--- src/rtl/result_emitter.sv ---
// result_emitter: converts a 16-bit result to decimal ASCII by repeated subtraction and streams it
// over a valid/ready byte sink, terminated by '#'. Define SIGNED_RESULT_EN for two's-complement input.
module result_emitter (
  input  logic        clk,
  input  logic        rst,
  input  logic        start,
  input  logic [15:0] result,
  output logic [7:0]  out_char,
  output logic        out_valid,
  input  logic        out_ready,
  output logic        busy,
  output logic        done
);

  typedef enum logic [2:0] {
    S_IDLE = 3'd0,
    S_CONV = 3'd1,
    S_EMIT = 3'd2,
    S_TERM = 3'd3,
    S_FIN  = 3'd4
  } state_t;

  typedef logic [4:0][3:0] digits_t;

  localparam logic [7:0] CH_MINUS = 8'h2D;
  localparam logic [7:0] CH_TERM  = 8'h23;
  localparam logic [7:0] CH_ZERO  = 8'h30;

  function automatic logic [16:0] pow10(input logic [2:0] i);
    logic [16:0] p;
    case (i)
      3'd0:    p = 17'd1;
      3'd1:    p = 17'd10;
      3'd2:    p = 17'd100;
      3'd3:    p = 17'd1000;
      3'd4:    p = 17'd10000;
      default: p = 17'd1;
    endcase
    return p;
  endfunction

  function automatic logic [7:0] to_ascii(input logic [3:0] d);
    return CH_ZERO + {4'h0, d};
  endfunction

  // Index of the most significant nonzero digit; digit 0 when the value is zero.
  function automatic logic [2:0] msd_of(input digits_t d);
    logic [2:0] m;
    m = 3'd0;
    for (int i = 1; i < 5; i++) begin
      if (d[i] != 4'd0) m = 3'(i);
    end
    return m;
  endfunction

  state_t      state_q, state_d;
  logic [16:0] rem_q, rem_d;
  logic        neg_q, neg_d;
  logic [2:0]  idx_q, idx_d;
  digits_t     digit_q, digit_d;
  logic        sign_pend_q, sign_pend_d;
  logic [7:0]  out_char_q, out_char_d;
  logic        out_valid_q, out_valid_d;
  logic        busy_q, busy_d;
  logic        done_q, done_d;

  logic        sgn_s;
  logic [16:0] mag_s;
  logic [2:0]  msd_s;
  logic        accept_s;

`ifdef SIGNED_RESULT_EN
  // Negation at 17 bits so 16'h8000 yields 32768.
  assign sgn_s = result[15];
  assign mag_s = result[15] ? (17'd0 - {1'b1, result}) : {1'b0, result};
`else
  assign sgn_s = 1'b0;
  assign mag_s = {1'b0, result};
`endif

  assign msd_s    = msd_of(digit_q);
  assign accept_s = out_valid_q & out_ready;

  // Next-state and next-output logic.
  always_comb begin
    state_d     = state_q;
    rem_d       = rem_q;
    neg_d       = neg_q;
    idx_d       = idx_q;
    digit_d     = digit_q;
    sign_pend_d = sign_pend_q;
    out_char_d  = out_char_q;
    out_valid_d = out_valid_q;
    case (state_q)
      S_IDLE: begin
        out_valid_d = 1'b0;
        if (start) begin
          rem_d   = mag_s;
          neg_d   = sgn_s;
          digit_d = '0;
          idx_d   = 3'd4;
          state_d = S_CONV;
        end else begin
          state_d = S_IDLE;
        end
      end
      S_CONV: begin
        if (rem_q >= pow10(idx_q)) begin
          rem_d          = rem_q - pow10(idx_q);
          digit_d[idx_q] = digit_q[idx_q] + 4'd1;
        end else if (idx_q == 3'd0) begin
          state_d     = S_EMIT;
          out_valid_d = 1'b1;
          idx_d       = msd_s;
          sign_pend_d = neg_q;
          out_char_d  = neg_q ? CH_MINUS : to_ascii(digit_q[msd_s]);
        end else begin
          idx_d = idx_q - 3'd1;
        end
      end
      S_EMIT: begin
        if (!accept_s) begin
          state_d = S_EMIT;
        end else if (sign_pend_q) begin
          sign_pend_d = 1'b0;
          out_char_d  = to_ascii(digit_q[idx_q]);
        end else if (idx_q == 3'd0) begin
          state_d    = S_TERM;
          out_char_d = CH_TERM;
        end else begin
          idx_d      = idx_q - 3'd1;
          out_char_d = to_ascii(digit_q[idx_q - 3'd1]);
        end
      end
      S_TERM: begin
        if (accept_s) begin
          state_d     = S_FIN;
          out_valid_d = 1'b0;
          out_char_d  = 8'h00;
        end else begin
          state_d = S_TERM;
        end
      end
      S_FIN: begin
        out_valid_d = 1'b0;
        state_d     = S_IDLE;
      end
      default: begin
        out_valid_d = 1'b0;
        state_d     = S_IDLE;
      end
    endcase
    busy_d = (state_d != S_IDLE);
    done_d = (state_d == S_FIN);
  end

  // State and output registers; reset applies immediately, even mid-transfer.
  always_ff @(posedge clk or negedge rst) begin
    if (!rst) begin
      state_q     <= S_IDLE;
      rem_q       <= 17'd0;
      neg_q       <= 1'b0;
      idx_q       <= 3'd0;
      digit_q     <= '0;
      sign_pend_q <= 1'b0;
      out_char_q  <= 8'h00;
      out_valid_q <= 1'b0;
      busy_q      <= 1'b0;
      done_q      <= 1'b0;
    end else begin
      state_q     <= state_d;
      rem_q       <= rem_d;
      neg_q       <= neg_d;
      idx_q       <= idx_d;
      digit_q     <= digit_d;
      sign_pend_q <= sign_pend_d;
      out_char_q  <= out_char_d;
      out_valid_q <= out_valid_d;
      busy_q      <= busy_d;
      done_q      <= done_d;
    end
  end

  assign out_char  = out_char_q;
  assign out_valid = out_valid_q;
  assign busy      = busy_q;
  assign done      = done_q;

endmodule
--- config.mk ---
export PLATFORM = sky130hd
export DESIGN_NAME = result_emitter
export DESIGN_NICKNAME = d
export VERILOG_FILES = /design/src/rtl/result_emitter.sv
export SDC_FILE = /design/constraint.sdc
export NUM_CORES = 1
export LEC_CHECK = 0
export ABC_CLOCK_PERIOD_IN_PS = 6400
export BUFFER_PORTS_ARGS = -buffer_cell sky130_fd_sc_hd__clkbuf_2
export CAP_MARGIN = 20
export CORE_ASPECT_RATIO = 0.7
export CORE_UTILIZATION = 40
export DETAILED_ROUTE_END_ITERATION = 10
export GPL_TIMING_DRIVEN = 0
export HOLD_SLACK_MARGIN = 0.05
export SYNTH_ARGS = -nofsm -noshare
export SYNTH_HDL_FRONTEND = slang
export SYNTH_SLANG_ARGS = --single-unit
--- constraint.sdc ---
create_clock -name clk -period 6.4 [get_ports clk]
set_input_delay 0.32 -clock clk [delete_from_list [all_inputs] [get_ports clk]]
set_output_delay 0.32 -clock clk [all_outputs]
set_load 0.03 [all_outputs]
* Word-level counts from Yosys, hierarchy flattened
Index checks and enable logic that the tools add are counted.
W data, S select, Z words.
** Operators by class
- $add $sub $neg :: 6
- $lt $le $gt $ge :: 5
- Eq/ne operators :: 16
- Mux-type cells :: 52
- Bitwise operators :: 2
- Reductions and logical operators :: 17
** Operators with widths (number)
- $mux W17 :: 5
- $pmux W14 S4 :: 1
- $mux W3 :: 14
- $mux W20 :: 2
- $pmux W20 S2 :: 1
- $bmux W4 S3 :: 3
- $pmux W17 S2 :: 1
- $mux W8 :: 4
- $pmux W8 S3 :: 1
- $add A6 B4 Y7 const A :: 3
- $bwmux W20 :: 1
- $ge A17 B17 Y1 :: 1
- $sub A17 B17 Y17 :: 1
- $mux W4 :: 4
- $ne A2 B2 Y1 const B :: 8
- $reduce_bool A4 Y1 :: 4
- $mux W7 :: 2
- $demux W4 S3 :: 1
- $eq A3 B2 Y1 const B :: 4
- $lt A3 B4 Y1 const B :: 3
- $pmux W3 S4 :: 1
- $pmux W3 S3 :: 1
- $reduce_bool A3 Y1 :: 3
- $reduce_and A4 Y1 :: 2
- 17 further kinds :: 27
** Storage, ports and cells
- Register bits :: 55
- Logic and storage cells :: 111

* Logic depth before layout (Yosys ltp)
Gate-level depths: netlist of the first run.
- Depth in word-level cells :: 11
- Gate-level depth with buffers :: 14
- Mapped depth without buffers :: 13

* Worst setup path after synthesis of the first run
Ideal clock, no wire load.
- Path type :: reg-to-reg
- Start point :: register idx_q[1]
- End point :: register out_char_q[0], in the netlist out_char[0]
- Setup time :: 0.125 ns
- Arrival :: 3.327 ns
- Data required time :: 6.275 ns
- Path slack :: 2.948 ns
- Cell stages (with the launch flop) :: 13
- Path buffers :: 2
- Period minus slack after synthesis :: 3.452 ns
- Cell sequence :: dfrtp_1 clkbuf_1 inv_1 ha_1 nand2_1 ha_1 buf_6 a2111o_1 a211oi_2 o21ai_2 or3_4 o22ai_4 mux2_2
** Between the ends
- Word-level cells in the longest chain between the ends :: 8
** RTL lines
- start, declared :: line 59 : logic [2:0] idx_q, idx_d;
- start signal, assigned :: line 174 : idx_q <= idx_d;
- $sub A3 B1 Y3 :: line 132 : out_char_d = to_ascii(digit_q[idx_q - 3'd1]);
- $bmux W4 S3 :: line 132
- $mux W4 (not written as such) :: line 132
- $add A6 B4 Y7 :: line 43 : return CH_ZERO + {4'h0, d};
- $mux W7 :: line 127 : end else if (idx_q == 3'd0) begin
- $mux W7 :: line 124 : end else if (sign_pend_q) begin
- $mux W8 :: line 122 : if (!accept_s) begin
- $pmux W8 S3 :: line 94 : case (state_q)
- end signal, assigned :: line 177 : out_char_q <= out_char_d;
- end, declared :: line 62 : logic [7:0] out_char_q, out_char_d;
Parallel ways exist; a longest one is shown, timed or not. The select of a mux whose other input is x is not followed.
A chain may end at the register's enable or synchronous reset.

* Worst setup path in the final report of the first run
- Start point :: register idx_q[2]
- End point :: register digit_q[9] (netlist bit)
** Between the ends
- Word-level cells in the longest chain between the ends :: 7
** RTL lines
- branches (longest 7 deep; another with $ge A17 B17 Y1)
- end signal, assigned :: line 175 : digit_q <= digit_d;
- end, declared :: line 60 : digits_t digit_q, digit_d;
Parallel ways; which one is timed is not known. The select of a mux whose other input is x is not followed.

==> reports/qor.csv, run 1 <==
stage;metric;value;unit
timing;tightest_slew;0.737;ns
critical_path;crit_type;register to register;
global_routing;grt_max_degree;35;
global_routing;first_global_vias;3190;
critical_path;critical_path.endpoint_type;register;
critical_path;cpMostUsedCell;nand2_1;
clocking;cts_buffers;5;
detailed_routing;drt_iter0_drc;309;
timing;relSlewSlack;50.5;%
global_routing;grt.overflow.total;0;
die;num_rows;29;
critical_path;worstPathCellList;clkbuf_1 -> buf_1 -> nand2_1 -> and2_1 -> ha_1 -> nand2_1 -> or4_1 -> o21ai_2 -> o21a_1 -> buf_2 -> nand2_1 -> o2bb2ai_1;
die;start_util;42.1;%
clocking;cts_sinks;52;
critical_path;cp-start-kind;register;
critical_path;cp_max_fo;10;
clocking;root_buffer;clkbuf_16;
clocking;cts_hold_buf;1;
synthesis;synth_edf_count;0;
final_layout;area_delta_synth_final;12.9;%
timing;holdWs;0.314;ns
synthesis;synthesis.area;3880;sq um
clocking;clock_latency;0.30;ns
final_layout;nets;506;
hold_path;worst_hold_path_type;input port to register;
detailed_routing;avgRoutedWirePerCell;18.1;um
timing;finalCritPeriodShare;64.2;%
place;io_buffers;28;
clocking;clk_path_buf_depth;2;
synthesis;synth_fa_ha_area_share;6.32;%
power;leakage;0.00185;uW
detailed_routing;antenna_left;0;
timing;fin_skew;0.00808;ns
synthesis;synthCells;429;
detailed_routing;post-route-drc-count;0;
clocking;postCtsSetupBuffers;0;
run;maxCapViolCount;0;
synthesis;synth_cell_types;69;
synthesis;synth_top_family_by_area;compound AO/OA/AOI/OAI gates;
die;die_y;84.4;um
critical_path;cp_slowest_cell;or4_1;
critical_path;worstPathRequired;6.62;ns
die;die_area;10100;sq um
place;finalWeightedCongestion;0.896;
detailed_routing;vias;3510;
clocking;clk_pin_slew;0.07;ns
synthesis;ys.warnings.count;0;
power;finalPower;2660;uW
die;die_w;120;um
synthesis;synth-xor-area-share;1.58;%
final_layout;antennaDiodeCount;0;
detailed_routing;routed_via_density;5.93;
power;p_per_area;607;nW/um^2
global_routing;antenna_found_initial;0;
status;outcome;complete, no violations;
detailed_routing;drtPass1Iterations;6;
critical_path;max_stage_delay;0.51;ns
synthesis;synth_mux_area_share;12.6;%
detailed_routing;wirelength;10700;um
timing;fin_setup_tns;0;ns
clocking;h-tree-depth;2;
clocking;cts_resized;0;
critical_path;crit_arrival;4.33;ns
synthesis;synth_flop_cell;dfrtp_1;
global_routing;track_usage;22.4;%
final_layout;fin_util;47.5;%
timing;setup_violations;0;
timing;max_freq;243;MHz
synthesis;ys_async_sr_fraction;100;%
clocking;cts_tree;done;
place;hpwlAfterDp;8020;um
synthesis;synth-simple-area-share;19.0;%
synthesis;synth_compound_area_share;22.3;%
timing;finalWorstPathRequiredPeriod;4.11;ns
timing;grt_setup_unrepaired;false;
die;core-area;9220;sq um
final_layout;drive_above_1_share;16.5;%
synthesis;yosysSeqAreaShare;33.6;%
synthesis;synth_area_per_cell;9.04;sq um
timing;drv_slew;0;
die;ioPinCount;31;
global_routing;grt_pass1_wl;17600;um
timing;hold_viol;0;
power;peakVddDrop;0.000206;V
synthesis;synth-seq-cells;52;
[logic make-up after synthesis]
kind of cell / count (synthesis)
flip-flops: 52
AO/OA/AOI/OAI: 126
AND/OR/NAND/NOR: 147
other: 1
multiplexers: 36
XOR/XNOR: 7
adder cells (fa/ha/maj): 19
buffers and inverters: 41
[registers in the layout, indices dropped and copies added, names as in the netlist]
register / flops
out_char: 6
rem_q: 17
digit_q: 20
out_valid: 1
state_q: 3
busy: 1
idx_q: 3
done: 1
[per-stage QoR]
step                      worst slack (ns)  std cells  cell area, sq um
after detailed placement              2.36        583              4200
after global routing                  2.08        592              4380
after global placement                2.40        582              4180
after CTS                             2.32        592              4380
after floorplan                       2.95        430              3880
final                                 2.29        592              4380
[report_power, final]
group / switching [uW] / total, uW / internal (uW)
registers: 129 / 579 / 450
clock network: 132 / 318 / 186
logic: 1050 / 1760 / 713
[placed cells by master, fill, tap and decap left out, types with 8 or more instances in the layout]
cell,n
clkbuf_1,14
o22ai_1,8
nand2b_1,10
mux2i_1,13
nor2_1,30
nand2_1,49
mux2_2,11
ha_1,18
nor3_1,10
inv_1,21
o21ai_0,34
clkbuf_2,28
nand3_1,13
a21oi_1,23
dfrtp_1,52
[critical path, delay by kind of cell (launching register included)]
kind                       cells  cell delay, ns
and+or+nand+nor                5            1.39
buffers and inverters          3            1.08
AOI/OAI and AO/OA              3            0.75
DFF                            1            0.41
adders and majority gates      1            0.40
[routing by layer]
metal / global-route usage, % / wire length, um
met1: 37.6 / 5770
met2: 29.5 / 4140
met3: 3.19 / 734
met4: 4.32 / 64
met5: 0 / 0
[cells in the mapped netlist (3+ instances only)]
cell	number	area, sq um
dfrtp_1	52	1300
nand2_1	49	184
o21ai_0	34	170
nor2_1	30	113
a21oi_1	23	115
inv_1	21	78.8
ha_1	18	225
clkbuf_1	14	52.6
mux2i_1	13	130
nand3_1	13	65.1
mux2_2	11	124
nand2b_1	10	62.6
nor3_1	10	50.1
o22ai_1	8	50.1
mux4_2	7	158
a31oi_1	6	37.5
nor2b_1	6	37.5
o2bb2ai_1	6	52.6
mux2_4	5	75.1
xor2_1	5	43.8
a21boi_0	4	30.0
a221oi_1	4	35.0
and2_1	4	25.0
and3_1	4	25.0
o211ai_1	4	30.0
o21a_1	4	30.0
a2bb2oi_1	3	26.3
nor4_1	3	18.8
nor4b_1	3	26.3
o211a_1	3	30.0
or4_1	3	22.5
[path summary, 6_finish.rpt]
| path | cells after the start | to | slack [ns] | startpoint |
|---|---|---|---|---|
| max | 12 | digit_q[9]$_DFFE_PN0P_ | 2.29 | idx_q[2]$_DFFE_PN0P_ |
| min | 3 | rem_q[6]$_DFFE_PN0P_ | 0.31 | result[6] |
| max reg2reg | 12 | digit_q[9]$_DFFE_PN0P_ | 2.29 | idx_q[2]$_DFFE_PN0P_ |
| min reg2reg | 1 | out_char[0]$_DFFE_PN0P_ | 0.51 | out_char[0]$_DFFE_PN0P_ |
| max in group asynchronous | 3 | digit_q[1]$_DFFE_PN0P_ | 5.30 | rst |
| min in group asynchronous | 2 | rem_q[4]$_DFFE_PN0P_ | 0.52 | rst |
[area by class of cell]
cell class | count | area [sq um]
fillers | 885 | 4840
multi-input cells | 337 | 2400
flip-flops and latches | 52 | 1300
repair buffers | 30 | 170
well taps | 124 | 155
clock buffers | 5 | 125
plain buffers | 20 | 98.8
inverters | 21 | 78.8
clock inverters | 3 | 46.3
No activity file was read; power rests on OpenSTA's default activity.
==> run 2: changes to the inputs <==
--- a/config.mk
+++ b/config.mk
@@ -5,7 +5,7 @@
 export SDC_FILE = /design/constraint.sdc
 export NUM_CORES = 1
 export LEC_CHECK = 0
-export ABC_CLOCK_PERIOD_IN_PS = 6400
+export ABC_CLOCK_PERIOD_IN_PS = 3420
 export BUFFER_PORTS_ARGS = -buffer_cell sky130_fd_sc_hd__clkbuf_2
 export CAP_MARGIN = 20
 export CORE_ASPECT_RATIO = 0.7
==> constraint.sdc (replaced) <==
create_clock -name clk -period 3.42 [get_ports clk]
set_input_delay 0.171 -clock clk [delete_from_list [all_inputs] [get_ports clk]]
set_output_delay 0.171 -clock clk [all_outputs]
set_load 0.03 [all_outputs]
==> reports/qor.csv, run 2 (synthesis results as in run 1) <==
stage;metric;value;unit;change
final_layout;final_cell_mix;50 x dfrtp_1, 48 x nand2_1, 34 x o21ai_0, 30 x nor2_1, 28 x clkbuf_2;;
detailed_routing;routed_via_density;5.84;;-1.4%
global_routing;track_usage;22.4;%;-0.041 points
global_routing;first_global_vias;3208;;+0.56%
critical_path;worstPathRequired;3.60;ns;-3.02 ns
critical_path;crit_arrival;3.50;ns;-0.83 ns
final_layout;nets;512;;+1.2%
hold_path;worst_hold_path_type;input port to register;;
power;switchingPower;2540;uW;+94%
timing;tightest_slew;0.758;ns;+0.0211 ns
final_layout;largest_reg_flops;20;;unchanged
final_layout;nFillCells;886;;+0.11%
timing;finalCritPeriodShare;97.0;%;+33 points
die;num_rows;29;;unchanged
power;p_sw_share;48.3;%;-0.96 points
status;outcome;complete, no violations;;
final_layout;regMostFlops;digit_q;;
clocking;clock_latency;0.30;ns;about the same
detailed_routing;avgRoutedWirePerCell;18.2;um;+0.35%
timing;setup_violations;0;;unchanged
critical_path;critical_path.endpoint_type;register;;
critical_path;cp_max_fo;9;;-1
global_routing;grt.overflow.total;0;;unchanged
detailed_routing;drtPass1Iterations;5;;-1
detailed_routing;post-route-drc-count;0;;unchanged
timing;drv_slew;0;;unchanged
clocking;cts_tree;done;;
die;die_y;84.4;um;unchanged
clocking;cts_sinks;52;;unchanged
global_routing;antenna_found_initial;0;;unchanged
timing;max_freq;301;MHz;+24%
run;maxCapViolCount;0;;unchanged
clocking;root_buffer;clkbuf_16;;
power;seqPwrFrac;21.1;%;-0.7 points
timing;relSlewSlack;49.1;%;-1.4 points
timing;fin_skew;0.00794;ns;-0.000142 ns
clocking;cts_buffers;5;;unchanged
detailed_routing;antenna_left;0;;unchanged
place;hpwlAfterDp;8220;um;+2.5%
clocking;h-tree-depth;2;;unchanged
timing;holdWs;0.161;ns;-0.153 ns
die;start_util;42.1;%;unchanged
critical_path;crit_type;register to register;;
final_layout;fin_area;4570;sq um;+4.4%
final_layout;final_common_cell;dfrtp_1;;
timing;finalWorstPathRequiredPeriod;3.32;ns;-0.794 ns
final_layout;drive_above_1_share;21.1;%;+4.6 points
final_layout;area_delta_synth_final;17.9;%;
die;core-area;9220;sq um;unchanged
place;finalWeightedCongestion;0.903;;+0.77%
final_layout;antennaDiodeCount;0;;unchanged
die;die_area;10100;sq um;unchanged
power;intPower;2720;uW;+100%
power;clock_power_share;11.3;%;-0.7 points
global_routing;grt_pass1_wl;17500;um;-0.51%
critical_path;cp-start-kind;register;;
final_layout;fin_util;49.6;%;+2.1 points
timing;fin_setup_tns;0;ns;unchanged
timing;hold_viol;0;;unchanged
power;leakage;0.00192;uW;+3.9%
clocking;clk_pin_slew;0.08;ns;about the same
clocking;clk_path_buf_depth;2;;unchanged
place;placed_area;4200;sq um;about the same
detailed_routing;drt_iter0_drc;299;;-3.2%
detailed_routing;vias;3495;;-0.43%
detailed_routing;wirelength;10900;um;+1.4%
place;io_buffers;28;;unchanged
global_routing;grt_max_degree;31;;-11%
power;peakVddDrop;0.000421;V;+100%
power;p_comb_share;67.6;%;+1.3 points
power;p_per_area;1150;nW/um^2;+89%
die;die_w;120;um;unchanged
die;ioPinCount;31;;unchanged
[run 2: layer usage]
layer / vias up / global-route usage [%] / part of all wire [%]
met5: - / 0 / 0
met4: 0 / 4.55 / 0.88
met3: 9 / 3.60 / 7.0
met2: 115 / 29.5 / 39
met1: 1705 / 37.1 / 53
li1: 1666 / - / -
[run 2: worst max-delay path: stages, from the launching register on]
cell      delay [ns]
dfrtp_1         0.41
clkbuf_8        0.18
inv_6           0.09
ha_4            0.16
nand2_4         0.08
and2_4          0.21
ha_1            0.21
a2111o_1        0.48
a211oi_4        0.32
o21ai_4         0.12
or3_4           0.37
o22ai_4         0.19
mux2_2          0.37
[run 2: power groups by stage]
| stage | combinational [uW] | sequential (uW) | clock [uW] |
|---|---|---|---|
| 2_1_floorplan | 2480 | 1050 | 0 |
| 4_1_cts | 3360 | 1070 | 612 |
| 5_1_grt | 3900 | 1140 | 632 |
| 3_5_place_dp | 3240 | 1090 | 0 |
| 6_report | 3550 | 1110 | 595 |
| 3_3_place_gp | 3200 | 1080 | 0 |
[run 2: worst paths after layout]
path                                      endpoint  slack (ns)                    start  cells after the start
setup / recovery           out_char[1]$_DFFE_PN0P_        0.10     idx_q[0]$_DFFE_PN0P_                     12
hold / removal                rem_q[6]$_DFFE_PN0P_        0.16                result[6]                      3
hold reg to reg            out_char[0]$_DFFE_PN0P_        0.51  out_char[0]$_DFFE_PN0P_                      1
min in group asynchronous     rem_q[1]$_DFFE_PN0P_        0.43                      rst                      2
max in group asynchronous     idx_q[1]$_DFFE_PN0P_        2.38                      rst                      3
setup reg to reg           out_char[1]$_DFFE_PN0P_        0.10     idx_q[0]$_DFFE_PN0P_                     12
[run 2: layout make-up]
class                   count  area [sq um]  area share, %
repair buffers             38           246           5.39
multi-input cells         337          2500           54.8
plain buffers              18           108           2.35
clock inverters             3          46.3           1.01
well taps                 124           155           3.39
inverters                  21          83.8           1.83
flip-flops and latches     52          1300           28.5
clock buffers               5           125           2.74
[run 2: stage by stage]
stage / total power, uW / cells / setup WS, ns
3_3_place_gp: 4280 / 582 / -0.557
2_1_floorplan: 3530 / 430 / 0.0825
6_report: 5250 / 598 / 0.103
5_1_grt: 5670 / 598 / -0.0104
4_1_cts: 5050 / 594 / 0.0206
3_5_place_dp: 4330 / 583 / -0.574
[run 2: what timing repair did]
action,in CTS,in global routing
gates resized for setup,15,17
setup endpoints to repair,49,39
endpoints found under the hold margin,22,0
buffers inserted,3,5
pin swaps,4,5
hold buffers,1,0
==> run 3: changes to the inputs <==
--- a/config.mk
+++ b/config.mk
@@ -13,6 +13,7 @@
 export DETAILED_ROUTE_END_ITERATION = 10
 export GPL_TIMING_DRIVEN = 0
 export HOLD_SLACK_MARGIN = 0.05
+export RECOVER_POWER = 25
 export SYNTH_ARGS = -nofsm -noshare
 export SYNTH_HDL_FRONTEND = slang
 export SYNTH_SLANG_ARGS = --single-unit
==> reports/qor.csv, run 3 (synthesis results as in run 1) <==
stage;metric;value;unit;change
status;outcome;complete, no violations;;
timing;tightest_slew;1.43;ns;+0.677 ns
power;leakage;0.00190;uW;-1.2%
clocking;cts_sinks;52;;unchanged
place;hpwlAfterDp;8220;um;unchanged
final_layout;final_common_cell;dfrtp_1;;
critical_path;reg2reg_slack;0.11;ns;about the same
critical_path;critical_path.endpoint_type;register;;
critical_path;worstPathRequired;3.60;ns;about the same
timing;relSlewSlack;4.35;%;-45 points
final_layout;regMostFlops;digit_q;;
detailed_routing;drtPass1Iterations;5;;unchanged
global_routing;grt.overflow.total;0;;unchanged
timing;fin_setup_tns;0;ns;unchanged
detailed_routing;antenna_left;0;;unchanged
global_routing;track_usage;22.4;%;unchanged
critical_path;worstPathCellList;clkbuf_8 -> inv_6 -> ha_4 -> nand2_4 -> and2_4 -> ha_1 -> a2111o_1 -> a211oi_4 -> o21ai_4 -> or3_4 -> o22ai_4 -> mux2_2;;
die;die_area;10100;sq um;unchanged
power;p_per_area;1150;nW/um^2;about the same
critical_path;crit_type;register to register;;
timing;finalCritPeriodShare;96.8;%;-0.21 points
power;peakVddDrop;0.000421;V;about the same
global_routing;first_global_vias;3208;;unchanged
final_layout;drive_above_1_share;19.6;%;-1.5 points
hold_path;hold_depth;3;;unchanged
clocking;h-tree-depth;2;;unchanged
critical_path;r2r_end;out_char[1]$_DFFE_PN0P_;;
final_layout;fin_util;49.5;%;-0.095 points
detailed_routing;wirelength;10900;um;about the same
hold_path;min-delay-start;result[6];;
final_layout;nets;512;;unchanged
timing;max_freq;302;MHz;+0.21%
final_layout;nFillCells;887;;+0.11%
run;maxCapViolCount;0;;unchanged
die;die_w;120;um;unchanged
timing;drv_slew;0;;unchanged
clocking;clk_pin_slew;0.08;ns;about the same
hold_path;worst_hold_path_type;input port to register;;
clocking;cts_tree;done;;
critical_path;cp-start-kind;register;;
clocking;clock_latency;0.30;ns;about the same
critical_path;cp_slowest_cell;a2111o_1;;
detailed_routing;drt_iter0_drc;299;;unchanged
detailed_routing;vias;3503;;+0.23%
critical_path;crit_arrival;3.49;ns;about the same
critical_path;max_stage_delay;0.48;ns;about the same
hold_path;holdPathEnd;rem_q[6]$_DFFE_PN0P_;;
die;num_rows;29;;unchanged
critical_path;cp_max_fo;9;;unchanged
detailed_routing;post-route-drc-count;0;;unchanged
clocking;cts_buffers;5;;unchanged
global_routing;grt_max_degree;31;;unchanged
final_layout;final_cell_mix;50 x dfrtp_1, 48 x nand2_1, 34 x o21ai_0, 30 x nor2_1, 23 x a21oi_1;;
final_layout;area_delta_synth_final;17.7;%;
die;start_util;42.1;%;unchanged
place;io_buffers;28;;unchanged
final_layout;multi_input_area;2500;sq um;unchanged
place;finalWeightedCongestion;0.903;;unchanged
final_layout;antennaDiodeCount;0;;unchanged
global_routing;antenna_found_initial;0;;unchanged
timing;fin_skew;0.00784;ns;-0.0000934 ns
final_layout;largest_reg_flops;20;;unchanged
final_layout;final-seq-area;1300;sq um;unchanged
clocking;clk_path_buf_depth;2;;unchanged
timing;finalWorstPathRequiredPeriod;3.31;ns;-0.00705 ns
critical_path;ff2ff_path_depth;12;;unchanged
detailed_routing;routed_via_density;5.86;;+0.23%
die;die_y;84.4;um;unchanged
die;ioPinCount;31;;unchanged
critical_path;r2r-start;idx_q[0]$_DFFE_PN0P_;;
die;core-area;9220;sq um;unchanged
critical_path;cp_top_family;compound AO/OA/AOI/OAI gates;;
timing;setup_violations;0;;unchanged
global_routing;grt_pass1_wl;17500;um;unchanged
timing;hold_viol;0;;unchanged
clocking;root_buffer;clkbuf_16;;
detailed_routing;avgRoutedWirePerCell;18.2;um;about the same
critical_path;crit_buf_inv;2;;unchanged
-- run 3: cell type report --
cell class,instances,share of cell area (%)
Timing Repair Buffer,38,5.21
Tap cell,124,3.40
Inverter,21,1.84
Clock buffer,5,2.74
Clock inverter,3,1.01
Multi-Input combinational cell,337,54.9
Buffer,18,2.36
Sequential cell,52,28.6
-- run 3: what timing repair did --
item | 4_1_cts | 5_1_grt
setup buffers | 3 | 5
cloned | 0 | 0
hold endpoints to repair | 22 | 0
setup endpoints to repair | 49 | 39
gates resized for setup | 15 | 17
pin swaps | 4 | 5
hold buffers | 1 | 0
-- run 3: tightest hold or removal path, stage by stage --
cell and delay (ns):
clkbuf_2 0.08, nand2_1 0.06, a41oi_1 0.10
-- run 3: where the power goes --
part / switching [uW] / internal [uW] / leakage [uW]
registers: 265 / 843 / 0.000661
clock network: 246 / 348 / 0.0000804
logic: 2020 / 1520 / 0.00116
total: 2540 / 2710 / 0.00190
-- run 3: routing by layer --
metal / part of all wire [%] / track usage [%] / wire length, um / vias up
met5: 0 / 0 / 0 / -
met4: 0.82 / 4.55 / 89 / 0
met3: 7.4 / 3.60 / 808 / 7
met2: 39 / 29.5 / 4230 / 137
met1: 53 / 37.1 / 5730 / 1693
li1: - / - / - / 1666
-- run 3: how the worst max path moves through the flow --
stage | end | startpoint | slack [ns] | cells after the start
after global placement | rem_q[13]$_DFFE_PN0P_ | idx_q[2]$_DFFE_PN0P_ | -0.56 | 12
after floorplan | out_char[0]$_DFFE_PN0P_ | idx_q[0]$_DFFE_PN0P_ | 0.08 | 12
final | out_char[1]$_DFFE_PN0P_ | idx_q[0]$_DFFE_PN0P_ | 0.11 | 12
after detailed placement | digit_q[8]$_DFFE_PN0P_ | idx_q[2]$_DFFE_PN0P_ | -0.57 | 12
after global routing | digit_q[0]$_DFFE_PN0P_ | idx_q[1]$_DFFE_PN0P_ | -0.01 | 15
after CTS | out_char[1]$_DFFE_PN0P_ | idx_q[0]$_DFFE_PN0P_ | 0.02 | 12
-- run 3: metrics by stage --
step | std cells | hold WS (ns) | area (sq um) | setup WS [ns] | total power [uW]
2_1_floorplan | 430 | -0.125 | 3880 | 0.0825 | 3530
3_3_place_gp | 582 | 0.460 | 4180 | -0.557 | 4280
3_5_place_dp | 583 | 0.228 | 4200 | -0.574 | 4330
4_1_cts | 594 | 0.149 | 4450 | 0.0206 | 5050
5_1_grt | 598 | 0.158 | 4560 | -0.0104 | 5660
6_report | 598 | 0.162 | 4560 | 0.110 | 5250
